[src/rtl/boot_load_ctrl.sv]
// Boot loader: packs UART bytes into little-endian words, writes them to
// instruction memory and holds the core in reset until the load finishes.
//
// state | meaning
// IDLE  | after reset, decide between loading and running
// RUN   | core released, waiting for a rising edge on prog_i
// LOAD  | core held, assembling and writing words
// DONE  | core held for RST_HOLD cycles before release
module boot_load_ctrl #(
    parameter int          ADDR_W      = 14,
    parameter logic [31:0] END_WORD    = 32'h0000_0FFF,
    parameter int          TIMEOUT_CYC = 1_000_000,
    parameter int          RST_HOLD    = 16
) (
    input  logic              clk_i,
    input  logic              rst_ni,
    input  logic              prog_i,
    input  logic              byte_valid_i,
    input  logic [7:0]        byte_i,
    output logic              we_o,
    output logic [ADDR_W-1:0] addr_o,
    output logic [31:0]       wdata_o,
    output logic              core_rst_no,
    output logic              busy_o,
    output logic [ADDR_W:0]   words_o,
    output logic              ovf_o,
    output logic              to_err_o
);
    localparam int TMR_W  = $clog2(TIMEOUT_CYC + 1);
    localparam int HOLD_W = $clog2(RST_HOLD + 1);
    localparam logic [TMR_W-1:0]  TMR_LOAD  = TMR_W'(TIMEOUT_CYC - 1);
    localparam logic [HOLD_W-1:0] HOLD_LOAD = HOLD_W'(RST_HOLD - 1);
    localparam logic [ADDR_W:0]   DEPTH     = {1'b1, {ADDR_W{1'b0}}};

    typedef enum logic [1:0] {IDLE, RUN, LOAD, DONE} state_t;

    state_t             state;
    logic               prog_q;
    logic [23:0]        byte_buf;
    logic [1:0]         bcnt;
    logic [TMR_W-1:0]   tmr;
    logic [HOLD_W-1:0]  hold;
    logic [31:0]        word;
    logic               start_load;

    assign word       = {byte_i, byte_buf};
    assign busy_o     = (state == LOAD) || (state == DONE);
    assign start_load = ((state == IDLE) && prog_i) ||
                        ((state == RUN) && prog_i && !prog_q);

    always_ff @(posedge clk_i) begin
        if (!rst_ni) begin
            state       <= IDLE;
            prog_q      <= 1'b0;
            byte_buf    <= '0;
            bcnt        <= '0;
            tmr         <= '0;
            hold        <= '0;
            we_o        <= 1'b0;
            addr_o      <= '0;
            wdata_o     <= '0;
            core_rst_no <= 1'b0;
            words_o     <= '0;
            ovf_o       <= 1'b0;
            to_err_o    <= 1'b0;
        end else begin
            prog_q <= prog_i;
            we_o   <= 1'b0;
            if (start_load) begin
                state       <= LOAD;
                core_rst_no <= 1'b0;
                words_o     <= '0;
                bcnt        <= '0;
                tmr         <= TMR_LOAD;
                ovf_o       <= 1'b0;
                to_err_o    <= 1'b0;
            end else begin
                case (state)
                    IDLE: state <= RUN;
                    RUN:  core_rst_no <= 1'b1;
                    LOAD: begin
                        if (byte_valid_i) begin
                            tmr <= TMR_LOAD;
                            if (bcnt == 2'd3) begin
                                bcnt <= '0;
                                if (word == END_WORD) begin
                                    state <= DONE;
                                    hold  <= HOLD_LOAD;
                                end else if (words_o < DEPTH) begin
                                    we_o    <= 1'b1;
                                    addr_o  <= words_o[ADDR_W-1:0];
                                    wdata_o <= word;
                                    words_o <= words_o + 1'b1;
                                end else begin
                                    ovf_o <= 1'b1;
                                end
                            end else begin
                                byte_buf[{bcnt, 3'b000} +: 8] <= byte_i;
                                bcnt <= bcnt + 1'b1;
                            end
                        end else if (tmr == '0) begin
                            // idle too long: any partially assembled word is dropped
                            state <= DONE;
                            hold  <= HOLD_LOAD;
                            bcnt  <= '0;
                            if (bcnt != 2'd0) to_err_o <= 1'b1;
                        end else begin
                            tmr <= tmr - 1'b1;
                        end
                    end
                    DONE: begin
                        if (hold == '0) state <= RUN;
                        else            hold  <= hold - 1'b1;
                    end
                    default: state <= IDLE;
                endcase
            end
        end
    end
endmodule

[config.mk]
export PLATFORM = sky130hd
export DESIGN_NAME = boot_load_ctrl
export DESIGN_NICKNAME = d
export VERILOG_FILES = /design/src/rtl/boot_load_ctrl.sv
export SDC_FILE = /design/constraint.sdc
export NUM_CORES = 1
export LEC_CHECK = 0
export ABC_CLOCK_PERIOD_IN_PS = 4500
export BUFFER_PORTS_ARGS = -buffer_cell sky130_fd_sc_hd__buf_2
export CAP_MARGIN = 5
export CORE_MARGIN = 2
export CORE_UTILIZATION = 40
export DETAILED_ROUTE_END_ITERATION = 8
export MAX_ROUTING_LAYER = met4
export SLEW_MARGIN = 0
export SYNTH_ARGS = -nofsm -noshare
export SYNTH_HDL_FRONTEND = slang
export SYNTH_SLANG_ARGS = --single-unit
[constraint.sdc]
create_clock -name clk_i -period 4.5 [get_ports clk_i]
set_input_delay 0.675 -clock clk_i [delete_from_list [all_inputs] [get_ports clk_i]]
set_output_delay 0.675 -clock clk_i [all_outputs]
set_load 0.02 [all_outputs]
After elaboration in Yosys (flattened, before gate mapping)
Cells that the tools add are included.
{"block": "totals", "regBits": 119, "latch_bits": 0, "mem_bits_rw": 0, "romBits": 0, "elab_cells": 96, "memories": 0}
{"block": "op_classes", "addsub": 5, "n_mul": 0, "n_div": 0, "n_lt_le_gt_ge": 1, "eq_ne": 16, "n_shift": 2, "n_mux": 22, "bitwise_logic": 7, "n_reduce_logical": 28}
{"operator": "two-way mux 20 bit", "count": 4}
{"operator": "equality test 32 x 12 -> 1 bit (second input constant)", "count": 1}
{"operator": "two-way mux 5 bit", "count": 5}
{"operator": "bitwise mux 24 bit", "count": 1}
{"operator": "variable shift 8 x 7 -> 24 bit (first input constant)", "count": 1}
{"operator": "indexed part select 8 x 7 -> 24 bit", "count": 1}
{"operator": "zero test 20 bit", "count": 1}
{"operator": "AND reduction 5 bit", "count": 4}
{"operator": "subtractor 20 x 1 -> 20 bit (second input constant)", "count": 1}
{"operator": "two-way mux 2 bit", "count": 9}
{"operator": "adder 15 x 1 -> 15 bit (second input constant)", "count": 1}
{"operator": "less-than comparator 15 bit (second input constant)", "count": 1}
{"operator": "inequality test 3 x 2 -> 1 bit (second input constant)", "count": 4}
{"operator": "inequality test 4 x 3 -> 1 bit (second input constant)", "count": 3}
{"operator": "AND reduction 6 bit", "count": 2}
{"operator": "one-hot mux 5 bit (2 select lines)", "count": 1}
{"operator": "AND reduction 4 bit", "count": 2}
{"operator": "nonzero test 2 bit", "count": 4}
{"operator": "negator 5 -> 7 bit", "count": 1}
{"operator": "NOT 1 bit", "count": 7}
{"operator": "equality test 2 bit (second input constant)", "count": 3}
{"operator": "one-hot mux 2 bit (3 select lines)", "count": 1}
{"operator": "AND reduction 2 bit", "count": 3}
{"operator": "OR reduction 6 bit", "count": 1}
{"operator": "15 further kinds", "count": 19}

Depth between registers and ports, before layout
{"block": "depth", "depth_word": 6, "ltp_mapped": 10}

Least setup slack after synthesis
OpenSTA, ideal clock, no wires.
{"block": "synth_path", "path_kind": "input to register", "startpoint": "input port byte_valid_i", "endpoint": "register addr_o[6]", "arrival_time_ns": 2.227, "required_time_ns": 4.431, "slack_ns": 2.204, "cell_stages": 9, "path_cell_list": "buf_2 nand3_1 or2_2 clkbuf_1 a211oi_1 clkbuf_1 buf_2 nand3_1 o21ai_1"}
{"block": "synth_via", "elab_chain_cells": 1}
{"element": "start: declaration", "line": "18", "text": "input logic byte_valid_i,"}
{"element": "AND reduction 6 bit (no source line)"}
{"element": "end signal: assignment", "line": "91", "text": "addr_o <= words_o[ADDR_W-1:0];"}
{"element": "end: declaration", "line": "21", "text": "output logic [ADDR_W-1:0] addr_o,"}
Every way passes these cells.
A chain may end at the register's enable or synchronous reset.

Worst setup path after layout
{"block": "layout_path", "startpoint": "register state[0]", "endpoint": "register addr_o[12]"}
{"block": "layout_via", "elab_chain_cells": 6, "elab_cells_between_ends": 9}
{"element": "start: declaration", "line": "37", "text": "state_t state;"}
{"element": "start signal: assignment", "line": "53", "text": "state <= IDLE;"}
{"element": "start signal: assignment", "line": "70", "text": "state <= LOAD;"}
{"element": "start signal: assignment", "line": "79", "text": "IDLE: state <= RUN;"}
{"element": "equality test 2 x 1 -> 1 bit", "line": "49", "text": "((state == RUN) && prog_i && !prog_q);"}
{"element": "logical AND 1 bit (2 in series)", "line": "49"}
{"element": "logical OR 1 bit", "line": "48", "text": "assign start_load = ((state == IDLE) && prog_i) ||"}
{"element": "NOT 1 bit (no source line)"}
{"element": "AND reduction 6 bit (no source line) (*)"}
Mark *: on every way between the ends. The rest lies on a longest branch, timed or not.

==> out/qor.txt <==
Startpoint types = flip-flop
Final setup TNS = 0 ps
Type of the tightest min-delay check = reg2reg
Reg2Reg Depth = 8
Drt first-iter violations = 372
Async SR Flop Fraction = 0%
Crit end category = flip-flop
RSZ-0062 raised after global routing = false
Worst Hold Slack = 445 ps
Yosys warnings = 0
Wire length per cell = 15.5 um
R2r startpoint = state[0]
DRC Markers = 0
Sequential element share of the synthesized area = 43.4%
Vias in the first global route = 4796
Max-slew violation count = 0
Antenna violations before repair = 0
Sink Count = 119
GPL Wtd Cong = 0.795
Worst Tran Pin Value = 1030 ps
EDFF count, synth = 0
Slowest Stage Delay on Critical Path = 840 ps
FF+latch count, synth = 119
Synth top cells by count = dfxtp_1, nand2_1, nand3_1
Final nets = 753
Pin count of the biggest net entering global routing = 109
Worst Min Path Start = addr_o[6]
Synth area leaders = dfxtp_1, nand3_1, nand2_1
Buffers & Inverters on Critical Path = 2
Post-detailed-route count of antenna-violating nets = 0
CTS Buf Count = 17
Worst vdd ir = 0.000258 V
Area delta synth->final = 20.5%
Top_reg_cell synth = dfxtp_1
Diode count = 0
Critical Path, Cell by Cell = inv_1 > ha_1 > nand3_1 > or2_2 > a211oi_4 > buf_12 > nand3_1 > o21ai_1
CTS clk-pin slew, worst paths = 60 ps
Syn avg cell area = 8.22 um2
Count leader, synth = dfxtp_1
Clk Latency, worst-skew pair = 420 ps
Critical-path top delay cell = a211oi_4
Critical path required time = 4850 ps
Hold buffer count at CTS = 0
Most Frequent Cell on Critical Path = nand3_1
Root Buffer = clkbuf_16
Core ar. = 0.0133 mm2
Crit path launch = state[0]
TritonCTS clock tree = done
Die area = 0.0147 mm2
Worst hold endpoint = addr_o[6]
Post-route setup slack = 1410 ps
Fillers = 1274
Die W = 121 um
Post-CTS Resized = 0
I/O Buffers = 77
CP delay by family, top = compound AO/OA/AOI/OAI gates
Yosys top cell area share = 43.4%
Placement Cell Area = 0.00597 mm2
Synth unique cells = 66
Worst R2R Setup Slack = 1410 ps
Post-DP HPWL = 9670 um
CP arrival = 3440 ps
Slew headroom = 31.2%
Initial core utilization = 41.3%
Drt via density = 5.53
Max cap viols = 0
Final worst-path cycle share = 68.8%
Reg2reg end = addr_o[12]
CTS H-tree lvls = 4
I/O pins = 78
Fin area = 0.00661 mm2
Net Count, Synth = 696
First-pass GRT wire length = 23600 um
Status = completed
Vias = 5050
Pwr per Cell Area = 550 mW/mm2
Leak Pwr = 2.54 nW
Pre-CTS setup slack = 1410 ps
Post-CTS Setup Bufs = 0
Synth area leader = dfxtp_1
Finished Core Util = 49.7%
Critical path type = reg2reg
Layout cells sized above 1 = 17.6%
WL final = 14100 um
1st-pass router iterations = 5
GRT Total Usage = 20.7%
Final Critical Period = 3090 ps
Clock Tree Buf Depth = 2
# setup viols final = 0
Post-Syn Instances = 668
Hold path depth = 2
Cell row count = 42
Crit path max fanout = 68
Post-synthesis instance area = 0.00549 mm2
FMAX = 323 MHz
Die Y = 121 um
Setup Skew = 9.71 ps
Hold Vio Cnt, Final = 0
Overflow after GRT = 0
[metrics by stage]
step | cells | total power [mW]
after CTS | 913 | 3.66
after global placement | 882 | 2.16
after detailed placement | 882 | 2.18
final | 913 | 3.64
after floorplan | 668 | 1.96
after global routing | 913 | 3.82
[cell type report]
type                            count  area, um2  share of cell area [%]
Sequential cell                   119       2380                    36.0
Tap cell                          176        220                    3.33
Clock inverter                     13        204                    3.08
Multi-Input combinational cell    488       2870                    43.4
Clock buffer                       18        439                    6.64
Timing Repair Buffer               81        430                    6.51
Inverter                           18       67.6                    1.02
[state kept, by name, indices dropped and copies added (netlist names), 2 cells and up]
signal    count
addr_o       14
bcnt          2
byte_buf     24
hold          5
state         2
tmr          20
wdata_o      32
words_o      15
[where the power goes]
| part | internal (mW) | switching [mW] | total, mW |
|---|---|---|---|
| combinational | 0.321 | 0.594 | 0.916 |
| sequential | 1.15 | 0.105 | 1.25 |
| clock | 0.989 | 0.481 | 1.47 |
| total | 2.46 | 1.18 | 3.64 |
[cells in the final DEF (no fill, tap or decap), types with 5 or more instances in the layout]
master,Yosys,layout
dfxtp_1,119,119
nand2_1,92,92
nand3_1,89,89
buf_2,10,76
o21ai_1,53,54
a21oi_1,47,47
nor2_1,29,29
inv_1,17,17
clkbuf_16,0,17
ha_1,16,16
a31oi_1,11,11
o21ai_0,10,9
nor4_1,8,8
xnor2_1,8,8
nor3_1,8,8
and3_1,7,7
nand4_1,6,6
nor2b_1,6,6
or4_1,6,6
or3_1,6,6
o22ai_1,6,6
a211oi_1,6,5
mux2i_1,5,5
bufinv_16,0,5
[worst register-to-register path, delay by kind of cell, from the launching register on]
family | cells | cell delay, ps
AND/OR/NAND/NOR | 3 | 770
buffers and inverters | 2 | 460
AO/OA/AOI/OAI | 2 | 980
adder cells (fa/ha/maj) | 1 | 470
flip-flops | 1 | 350
[routing by layer]
layer,global-route usage [%],vias to the layer above,wire (um)
met5,-,-,0
met4,7.40,0,209
met3,4.98,15,719
met2,32.9,134,6660
met1,25.9,2373,6560
li1,-,2528,-
[cells by family (layout without fill, tap and decap cells)]
logic type               Yosys count  count (layout)  synth area share, %
flip-flops                       119             119                 43.4
adder cells (fa/ha/maj)           16              16                 3.65
multiplexers                       5               5                0.912
AND/OR/NAND/NOR                  288             288                 26.9
AO/OA/AOI/OAI                    168             168                 18.9
buffers and inverters             61             130                 4.54
XOR/XNOR                          11              11                 1.76
[worst max-delay path by stage]
| stage | to | slack (ps) | cells past startpoint |
|---|---|---|---|
| final | addr_o[12] | 1410 | 8 |
| after global routing | wdata_o[1] | 1070 | 8 |
| after CTS | wdata_o[12] | 1410 | 8 |
| after detailed placement | wdata_o[12] | 1410 | 8 |
| after global placement | wdata_o[30] | 1500 | 7 |
| after floorplan | addr_o[6] | 2200 | 9 |
Note: power is estimated with default switching activity, not from simulation.
